==> src/rtl/amp_supervisor_pkg.sv <==
// Shared types and helpers for the amplifier power/mute/fault sequencer.
package amp_supervisor_pkg;

    localparam int unsigned StateW = 3;
    localparam int unsigned RetryW = 4;

    // Per-amp sequencer state; the numeric codes are visible on state_out.
    typedef enum logic [StateW-1:0] {
        StOff     = 3'd0,
        StPowerup = 3'd1,
        StRun     = 3'd2,
        StMute    = 3'd3,
        StRecover = 3'd4,
        StLatched = 3'd5
    } amp_state_e;

    // The amp is held enabled (pin low) only while powering, running or muting;
    // every other code, including unused ones, releases the enable pin.
    function automatic logic nenable_of(amp_state_e st);
        logic pin;
        case (st)
            StPowerup, StRun, StMute: pin = 1'b0;
            default:                  pin = 1'b1;
        endcase
        return pin;
    endfunction

    // True when value is representable in an unsigned field of the given width.
    function automatic logic fits_width(longint unsigned value, int unsigned width);
        return (width >= 63) || (value < (64'd1 << width));
    endfunction

endpackage

==> src/rtl/amp_supervisor_channel.sv <==
// One amplifier channel: pin synchronisers, error glitch filter, power/mute FSM,
// sequencing timer, bounded retry counter and saturating clip-edge counter.
module amp_supervisor_channel
    import amp_supervisor_pkg::*;
#(
    parameter int unsigned TMR_W     = 20,
    parameter int unsigned T_ENABLE  = 1000,
    parameter int unsigned T_MUTE    = 500,
    parameter int unsigned T_RETRY   = 5000,
    parameter int unsigned ERR_FILT  = 4,
    parameter int unsigned MAX_RETRY = 3,
    parameter int unsigned CLIP_W    = 16
) (
    input  logic              clk,
    input  logic              rst_n,
    input  logic              run,
    input  logic              stream_lock,
    input  logic              nerror_in,
    input  logic              nclip_in,
    input  logic              clip_clear,
    output logic              nenable_out,
    output logic              nmute_out,
    output logic              fault_out,
    output logic [StateW-1:0] state_out,
    output logic [RetryW-1:0] retry_out,
    output logic [CLIP_W-1:0] clip_cnt_out
);

    localparam int unsigned FiltW = (ERR_FILT > 1) ? $clog2(ERR_FILT) : 1;

    localparam logic [FiltW-1:0]  FiltLast   = FiltW'(ERR_FILT - 1);
    localparam logic [TMR_W-1:0]  EnableLast = TMR_W'(T_ENABLE - 1);
    localparam logic [TMR_W-1:0]  MuteLast   = TMR_W'(T_MUTE - 1);
    localparam logic [TMR_W-1:0]  RetryLast  = TMR_W'(T_RETRY - 1);
    localparam logic [RetryW-1:0] RetryLimit = RetryW'(MAX_RETRY);
    localparam logic [CLIP_W-1:0] ClipMax    = '1;

    // Elaboration-time parameter sanity checks.
    if (!fits_width(T_ENABLE, TMR_W) || !fits_width(T_MUTE, TMR_W)
        || !fits_width(T_RETRY, TMR_W)) begin : g_tmr_check
        $error("amp_supervisor_channel: T_ENABLE/T_MUTE/T_RETRY must fit in TMR_W bits");
    end
    if (T_ENABLE < 1 || T_MUTE < 1 || T_RETRY < 1) begin : g_tmr_zero_check
        $error("amp_supervisor_channel: sequencing intervals must be at least one cycle");
    end
    if (MAX_RETRY < 1 || MAX_RETRY > 15) begin : g_retry_check
        $error("amp_supervisor_channel: MAX_RETRY must be in 1..15");
    end
    if (ERR_FILT < 1) begin : g_filt_check
        $error("amp_supervisor_channel: ERR_FILT must be at least 1");
    end

    logic              nerr_meta_q, nerr_sync_q;
    logic              nclip_meta_q, nclip_sync_q, nclip_prev_q;
    logic [FiltW-1:0]  err_cnt_q, err_cnt_d;
    logic              err_det;
    amp_state_e        state_q, state_d;
    logic              stop_req;
    logic [TMR_W-1:0]  tmr_q, tmr_d;
    logic [RetryW-1:0] retry_q, retry_d;
    logic              clip_edge;
    logic [CLIP_W-1:0] clip_q, clip_d;
    logic              nenable_q, nmute_q, fault_q;

    // Two-flop synchronisers for the asynchronous pins; both idle high out of reset
    // so release of reset never looks like an error or a clip edge.
    always_ff @(posedge clk or negedge rst_n) begin
        if (!rst_n) begin
            nerr_meta_q  <= 1'b1;
            nerr_sync_q  <= 1'b1;
            nclip_meta_q <= 1'b1;
            nclip_sync_q <= 1'b1;
            nclip_prev_q <= 1'b1;
        end else begin
            nerr_meta_q  <= nerror_in;
            nerr_sync_q  <= nerr_meta_q;
            nclip_meta_q <= nclip_in;
            nclip_sync_q <= nclip_meta_q;
            nclip_prev_q <= nclip_sync_q;
        end
    end

    // Error filter: the current low sample plus ERR_FILT-1 earlier consecutive lows.
    assign err_det  = !nerr_sync_q && (err_cnt_q == FiltLast);
    assign stop_req = !run || !stream_lock;

    // Next state; error has priority over a stop request in POWERUP and RUN.
    always_comb begin
        state_d = state_q;
        case (state_q)
            StOff: begin
                if (run && stream_lock) state_d = StPowerup;
            end
            StPowerup: begin
                if (err_det)                  state_d = StRecover;
                else if (stop_req)            state_d = StOff;
                else if (tmr_q == EnableLast) state_d = StRun;
            end
            StRun: begin
                if (err_det)       state_d = StRecover;
                else if (stop_req) state_d = StMute;
            end
            StMute: begin
                // Lock return is ignored: an orderly shutdown always completes.
                if (err_det || tmr_q == MuteLast) state_d = StOff;
            end
            StRecover: begin
                if (!run) begin
                    state_d = StOff;
                end else if (tmr_q == RetryLast) begin
                    state_d = (retry_q < RetryLimit) ? StPowerup : StLatched;
                end
            end
            StLatched: begin
                if (!run) state_d = StOff;
            end
            default: state_d = StOff;
        endcase
    end

    // FSM state register.
    always_ff @(posedge clk or negedge rst_n) begin
        if (!rst_n) state_q <= StOff;
        else        state_q <= state_d;
    end

    // Datapath next values: filter, entry-cleared timer, retry count, clip counter.
    always_comb begin
        err_cnt_d = err_cnt_q;
        tmr_d     = tmr_q;
        retry_d   = retry_q;
        clip_d    = clip_q;

        if (nerr_sync_q)                err_cnt_d = '0;
        else if (err_cnt_q != FiltLast) err_cnt_d = err_cnt_q + 1'b1;

        if (state_d != state_q) tmr_d = '0;
        else if (tmr_q != '1)   tmr_d = tmr_q + 1'b1;

        if (state_d != state_q) begin
            if (state_d == StOff)                            retry_d = '0;
            else if (state_d == StRecover && retry_q != '1)  retry_d = retry_q + 1'b1;
        end

        // A clear coinciding with an edge leaves exactly that one edge counted.
        clip_edge = nclip_prev_q && !nclip_sync_q && (state_q == StRun);
        if (clip_clear)                         clip_d = CLIP_W'(clip_edge);
        else if (clip_edge && clip_q != ClipMax) clip_d = clip_q + 1'b1;
    end

    // Datapath registers.
    always_ff @(posedge clk or negedge rst_n) begin
        if (!rst_n) begin
            err_cnt_q <= '0;
            tmr_q     <= '0;
            retry_q   <= '0;
            clip_q    <= '0;
        end else begin
            err_cnt_q <= err_cnt_d;
            tmr_q     <= tmr_d;
            retry_q   <= retry_d;
            clip_q    <= clip_d;
        end
    end

    // Amp control pins are registered decodes of the state so they never glitch.
    always_ff @(posedge clk or negedge rst_n) begin
        if (!rst_n) begin
            nenable_q <= 1'b1;
            nmute_q   <= 1'b0;
            fault_q   <= 1'b0;
        end else begin
            nenable_q <= nenable_of(state_q);
            nmute_q   <= (state_q == StRun);
            fault_q   <= (state_q == StLatched);
        end
    end

    assign nenable_out  = nenable_q;
    assign nmute_out    = nmute_q;
    assign fault_out    = fault_q;
    assign state_out    = state_q;
    assign retry_out    = retry_q;
    assign clip_cnt_out = clip_q;

endmodule

==> src/rtl/amp_supervisor.sv <==
// Power/mute/fault supervisor for NUM_AMPS class-D amplifiers: fans the shared
// run/lock/clear controls out to independent per-amp sequencers and packs their outputs.
module amp_supervisor
    import amp_supervisor_pkg::*;
#(
    parameter int unsigned NUM_AMPS  = 2,
    parameter int unsigned TMR_W     = 20,
    parameter int unsigned T_ENABLE  = 1000,
    parameter int unsigned T_MUTE    = 500,
    parameter int unsigned T_RETRY   = 5000,
    parameter int unsigned ERR_FILT  = 4,
    parameter int unsigned MAX_RETRY = 3,
    parameter int unsigned CLIP_W    = 16
) (
    input  logic                         clk,
    input  logic                         reset,
    input  logic                         run,
    input  logic                         stream_lock,
    input  logic [NUM_AMPS-1:0]          nerror_in,
    input  logic [NUM_AMPS-1:0]          nclip_in,
    input  logic                         clip_clear,
    output logic [NUM_AMPS-1:0]          nenable_out,
    output logic [NUM_AMPS-1:0]          nmute_out,
    output logic [NUM_AMPS-1:0]          fault_out,
    output logic [StateW*NUM_AMPS-1:0]   state_out,
    output logic [RetryW*NUM_AMPS-1:0]   retry_out,
    output logic [CLIP_W*NUM_AMPS-1:0]   clip_cnt_out
);

    if (NUM_AMPS < 1) begin : g_amps_check
        $error("amp_supervisor: NUM_AMPS must be at least 1");
    end

    // One fully independent sequencer per amplifier.
    for (genvar i = 0; i < NUM_AMPS; i++) begin : g_amp
        amp_supervisor_channel #(
            .TMR_W     (TMR_W),
            .T_ENABLE  (T_ENABLE),
            .T_MUTE    (T_MUTE),
            .T_RETRY   (T_RETRY),
            .ERR_FILT  (ERR_FILT),
            .MAX_RETRY (MAX_RETRY),
            .CLIP_W    (CLIP_W)
        ) u_chan (
            .clk          (clk),
            .rst_n        (reset),
            .run          (run),
            .stream_lock  (stream_lock),
            .nerror_in    (nerror_in[i]),
            .nclip_in     (nclip_in[i]),
            .clip_clear   (clip_clear),
            .nenable_out  (nenable_out[i]),
            .nmute_out    (nmute_out[i]),
            .fault_out    (fault_out[i]),
            .state_out    (state_out[StateW*i +: StateW]),
            .retry_out    (retry_out[RetryW*i +: RetryW]),
            .clip_cnt_out (clip_cnt_out[CLIP_W*i +: CLIP_W])
        );
    end

endmodule

==> config.mk <==
export PLATFORM = sky130hd
export DESIGN_NAME = amp_supervisor
export DESIGN_NICKNAME = d
export VERILOG_FILES = /design/src/rtl/amp_supervisor_pkg.sv /design/src/rtl/amp_supervisor_channel.sv /design/src/rtl/amp_supervisor.sv
export SDC_FILE = /design/constraint.sdc
export NUM_CORES = 1
export LEC_CHECK = 0
export CAP_MARGIN = 20
export CORE_ASPECT_RATIO = 1.5
export CORE_MARGIN = 5
export CORE_UTILIZATION = 40
export DETAILED_ROUTE_END_ITERATION = 8
export PLACE_DENSITY = 0.66
export SLEW_MARGIN = 20
export SYNTH_ARGS = -nofsm -noshare
export SYNTH_HDL_FRONTEND = slang
export SYNTH_SLANG_ARGS = --single-unit
==> constraint.sdc <==
create_clock -name clk -period 6.4 [get_ports clk]
set_input_delay 1.28 -clock clk [delete_from_list [all_inputs] [get_ports clk]]
set_output_delay 1.28 -clock clk [all_outputs]
set_load 0.1 [all_outputs]
==> flow_metrics.tcl <==
set metrics [dict create \
    status "finished, final reports clean" \
    grt_max_degree 74 \
    cp_slowest_cell "clkdlybuf4s50_1" \
    wl_um 11900 \
    grt_pass1_wl_um 20700 \
    crit_end "g_amp[1].u_chan.retry_out[0]" \
    via_per_inst 5.48 \
    fmax_ghz 0.282 \
    drc 0 \
    finalSetupViolations 0 \
    syn_inst 573 \
    r2r_start "g_amp[1].u_chan.tmr_q[0]" \
    post-route-util 0.484 \
    setup_tns_ns 0 \
    dp_hpwl_um 8580 \
    max_stage_delay_ns 0.60 \
    grt_antenna_before_repair 0 \
    synth_top_area_cell "dfrtp_1" \
    cp-end-kind "flop" \
    clk_latency_ns 0.34 \
    multi_input_area_um2 2670 \
    reg2reg_to "g_amp[1].u_chan.tmr_q[19]" \
    synth.most_common_cell "nor2_1" \
    nNetsFinal 638 \
    synthFlopType "dfrtp_1" \
    areaGrowthSynthToFinish_pct 18.4 \
    path_delay_family "simple AND/OR/NAND/NOR gates" \
    wl_per_cell_um 15.1 \
    drive_above_1_share 0.0783 \
    die-area_um2 16300 \
    power_density_nw_per_um2 232 \
    cts_root_buf "clkbuf_16" \
    cts_resized 0 \
    grt-ovfl-total 0 \
    worstMarginPinSlew_ns 1.01 \
    critPathBufInv 1 \
    grt_pass1_vias 4356 \
    nFillCells 1219 \
    fin_crit_ns 3.55 \
    crit_required_ns 6.63 \
    slew_headroom 0.327 \
    synth_area_um2 5530 \
    cts_setup_buffers 0 \
    io_pins 61 \
    antenna_cells 0 \
    synth.net_count 590 \
    min-delay-start "g_amp[1].u_chan.nerr_meta_q" \
    rows 52 \
    path_depth 8 \
    hold_class "reg2reg" \
    clock_sinks 106 \
    numCtsBuffers 9 \
    ys_top_cells_by_count "100 x nor2_1, 94 x dfrtp_1, 43 x nand2_1" \
    ys_async_sr_fraction 1.00 \
    drt_iter0_drc 173 \
    postCtsHoldBufs 0 \
    yosysUniqueCellTypes 59 \
    synth_top_area_frac 0.426 \
    io_buffer_count 60 \
    hold_viol_final 0 \
    cts_buffer_depth 2 \
    max_cap_violations 0 \
    rsz0062_at_grt "false" \
    arrival_ns 3.78 \
    first_pass_iters 4 \
    p_leak_nw 2.77 \
    worstRegToRegCells 8 \
    ys_seq_elements 106 \
    crit_fanout 7 \
    htreeDepth 3 \
    cts.clk_slew.worst_paths_ns 0.07 \
    place_congestion 0.881 \
    start_kind "input pin" \
    ir_drop_mv 0.129 \
    seqCellArea_um2 2670 \
    synth_seq_area_share 0.483 \
    fin_crit_sh 0.554 \
    path_class "in2reg" \
    ys_top_cells_by_area "dfrtp_1 43%, nor2_1 6.8%, xor2_1 6.5%" \
    postRouteAntennaNets 0 \
    syn_area_per_cell_um2 9.64 \
    grt_use_total 0.152 \
    num_vias 4322 \
    worstPathCellList "clkdlybuf4s50_1, nand2b_1, or4_1, o32ai_1, a211oi_1, nor2b_1, o21ai_0, mux2_2" \
    synth_edf_count 0 \
    synth_warnings 0 \
    die_y_um 154 \
    critPathLaunch "run" \
    cts_tree "built" \
    fp.dieW_um 106 \
    rrSetupSlack_ns 3.24 \
    finClkSkew_ns 0.00631 \
    slew_violations 0 \
    core-area_um2 13500 \
    initial_core_util 0.408 \
]
-- per-stage QoR --
| step | hold slack, ns | instance area (um2) | instances | power, mW | setup WS, ns |
|---|---|---|---|---|---|
| final | 0.357 | 6540 | 788 | 1.52 | 2.85 |
| after global routing | 0.365 | 6540 | 788 | 1.59 | 2.66 |
| after CTS | 0.358 | 6540 | 788 | 1.54 | 2.88 |
| after detailed placement | 0.347 | 6210 | 772 | 0.934 | 2.52 |
| after global placement | 0.346 | 6210 | 772 | 0.925 | 2.58 |
| after floorplan | 0.345 | 5530 | 573 | 0.881 | 3.39 |
-- worst min path at each step --
| stage | end | slack (ns) | cells after the start |
|---|---|---|---|
| after floorplan | g_amp[0].u_chan.nclip_sync_q | 0.35 | 0 |
| after global placement | g_amp[1].u_chan.nerr_sync_q | 0.35 | 0 |
| final | g_amp[1].u_chan.nerr_sync_q | 0.36 | 0 |
| after CTS | g_amp[1].u_chan.nerr_sync_q | 0.36 | 0 |
| after detailed placement | g_amp[1].u_chan.nerr_sync_q | 0.35 | 0 |
| after global routing | g_amp[0].u_chan.nclip_sync_q | 0.36 | 0 |
-- flip-flops by register name, indices dropped and copies added (netlist names) --
name and cells:
g_amp.u_chan.clip_cnt_out 32, g_amp.u_chan.err_cnt_q 4, g_amp.u_chan.fault_out 2, g_amp.u_chan.nclip_meta_q 2, g_amp.u_chan.nclip_prev_q 2, g_amp.u_chan.nclip_sync_q 2, g_amp.u_chan.nenable_out 2, g_amp.u_chan.nerr_meta_q 2
g_amp.u_chan.nerr_sync_q 2, g_amp.u_chan.nmute_out 2, g_amp.u_chan.retry_out 8, g_amp.u_chan.state_out 6, g_amp.u_chan.tmr_q 40
-- logic make-up (layout without fill, tap and decap cells) --
family / after synthesis / in the layout / share of synthesized area
AO/OA/AOI/OAI: 50 / 50 / 0.0620
XOR/XNOR: 62 / 62 / 0.0983
adder cells (fa/ha/maj): 8 / 8 / 0.0181
buffers and inverters: 40 / 93 / 0.0342
flip-flops: 106 / 106 / 0.483
multiplexers: 11 / 11 / 0.0204
AND/OR/NAND/NOR: 296 / 296 / 0.284
-- routing by layer --
metal / GRT usage / wire length, um / vias up
met1: 0.177 / 4910 / 2142
met5: 0 / 0 / -
met2: 0.280 / 6380 / 87
met4: 0.0543 / 189 / 0
li1: - / - / 2080
met3: 0.0239 / 385 / 13
-- layout make-up --
class                      count  area share
multi-input combinational    427       0.409
sequential                   106       0.408
timing repair buffer          62      0.0937
clock buffer                  12      0.0392
tap                          162      0.0310
clock inverter                 4      0.0113
inverter                      15     0.00860
-- cell usage in the layout (no fill, tap or decap), types with 3 or more instances in the layout --
| master | Yosys | final |
|---|---|---|
| a21oi_1 | 11 | 11 |
| a31oi_1 | 3 | 3 |
| and2_1 | 7 | 7 |
| and3_1 | 11 | 11 |
| and3b_1 | 3 | 3 |
| and4_1 | 8 | 8 |
| buf_4 | 6 | 3 |
| clkbuf_16 | 0 | 9 |
| clkdlybuf4s50_1 | 0 | 59 |
| dfrtp_1 | 94 | 94 |
| dfstp_2 | 12 | 12 |
| ha_1 | 8 | 8 |
| inv_1 | 15 | 15 |
| mux2i_1 | 9 | 9 |
| nand2_1 | 43 | 43 |
| nand3_1 | 34 | 34 |
| nand3b_1 | 6 | 6 |
| nand4_1 | 20 | 20 |
| nand4b_1 | 3 | 3 |
| nor2_1 | 100 | 100 |
| nor2b_1 | 8 | 8 |
| nor3_1 | 15 | 15 |
| nor3_2 | 4 | 4 |
| nor3b_1 | 5 | 5 |
| nor4_1 | 7 | 7 |
| nor4b_1 | 3 | 3 |
| o21ai_0 | 14 | 14 |
| or3_1 | 3 | 3 |
| or4_1 | 4 | 4 |
| or4_4 | 3 | 3 |
| xnor2_1 | 21 | 21 |
| xor2_1 | 41 | 41 |
-- power by group --
| part | internal (mW) | total [mW] | leakage, nW | switching, mW |
|---|---|---|---|---|
| combinational | 0.0620 | 0.176 | 1.19 | 0.114 |
| sequential | 0.704 | 0.742 | 1.43 | 0.0380 |
| clock | 0.364 | 0.600 | 0.163 | 0.236 |
| total | 1.13 | 1.52 | 2.77 | 0.388 |
No activity file was read; power rests on OpenSTA's default activity.
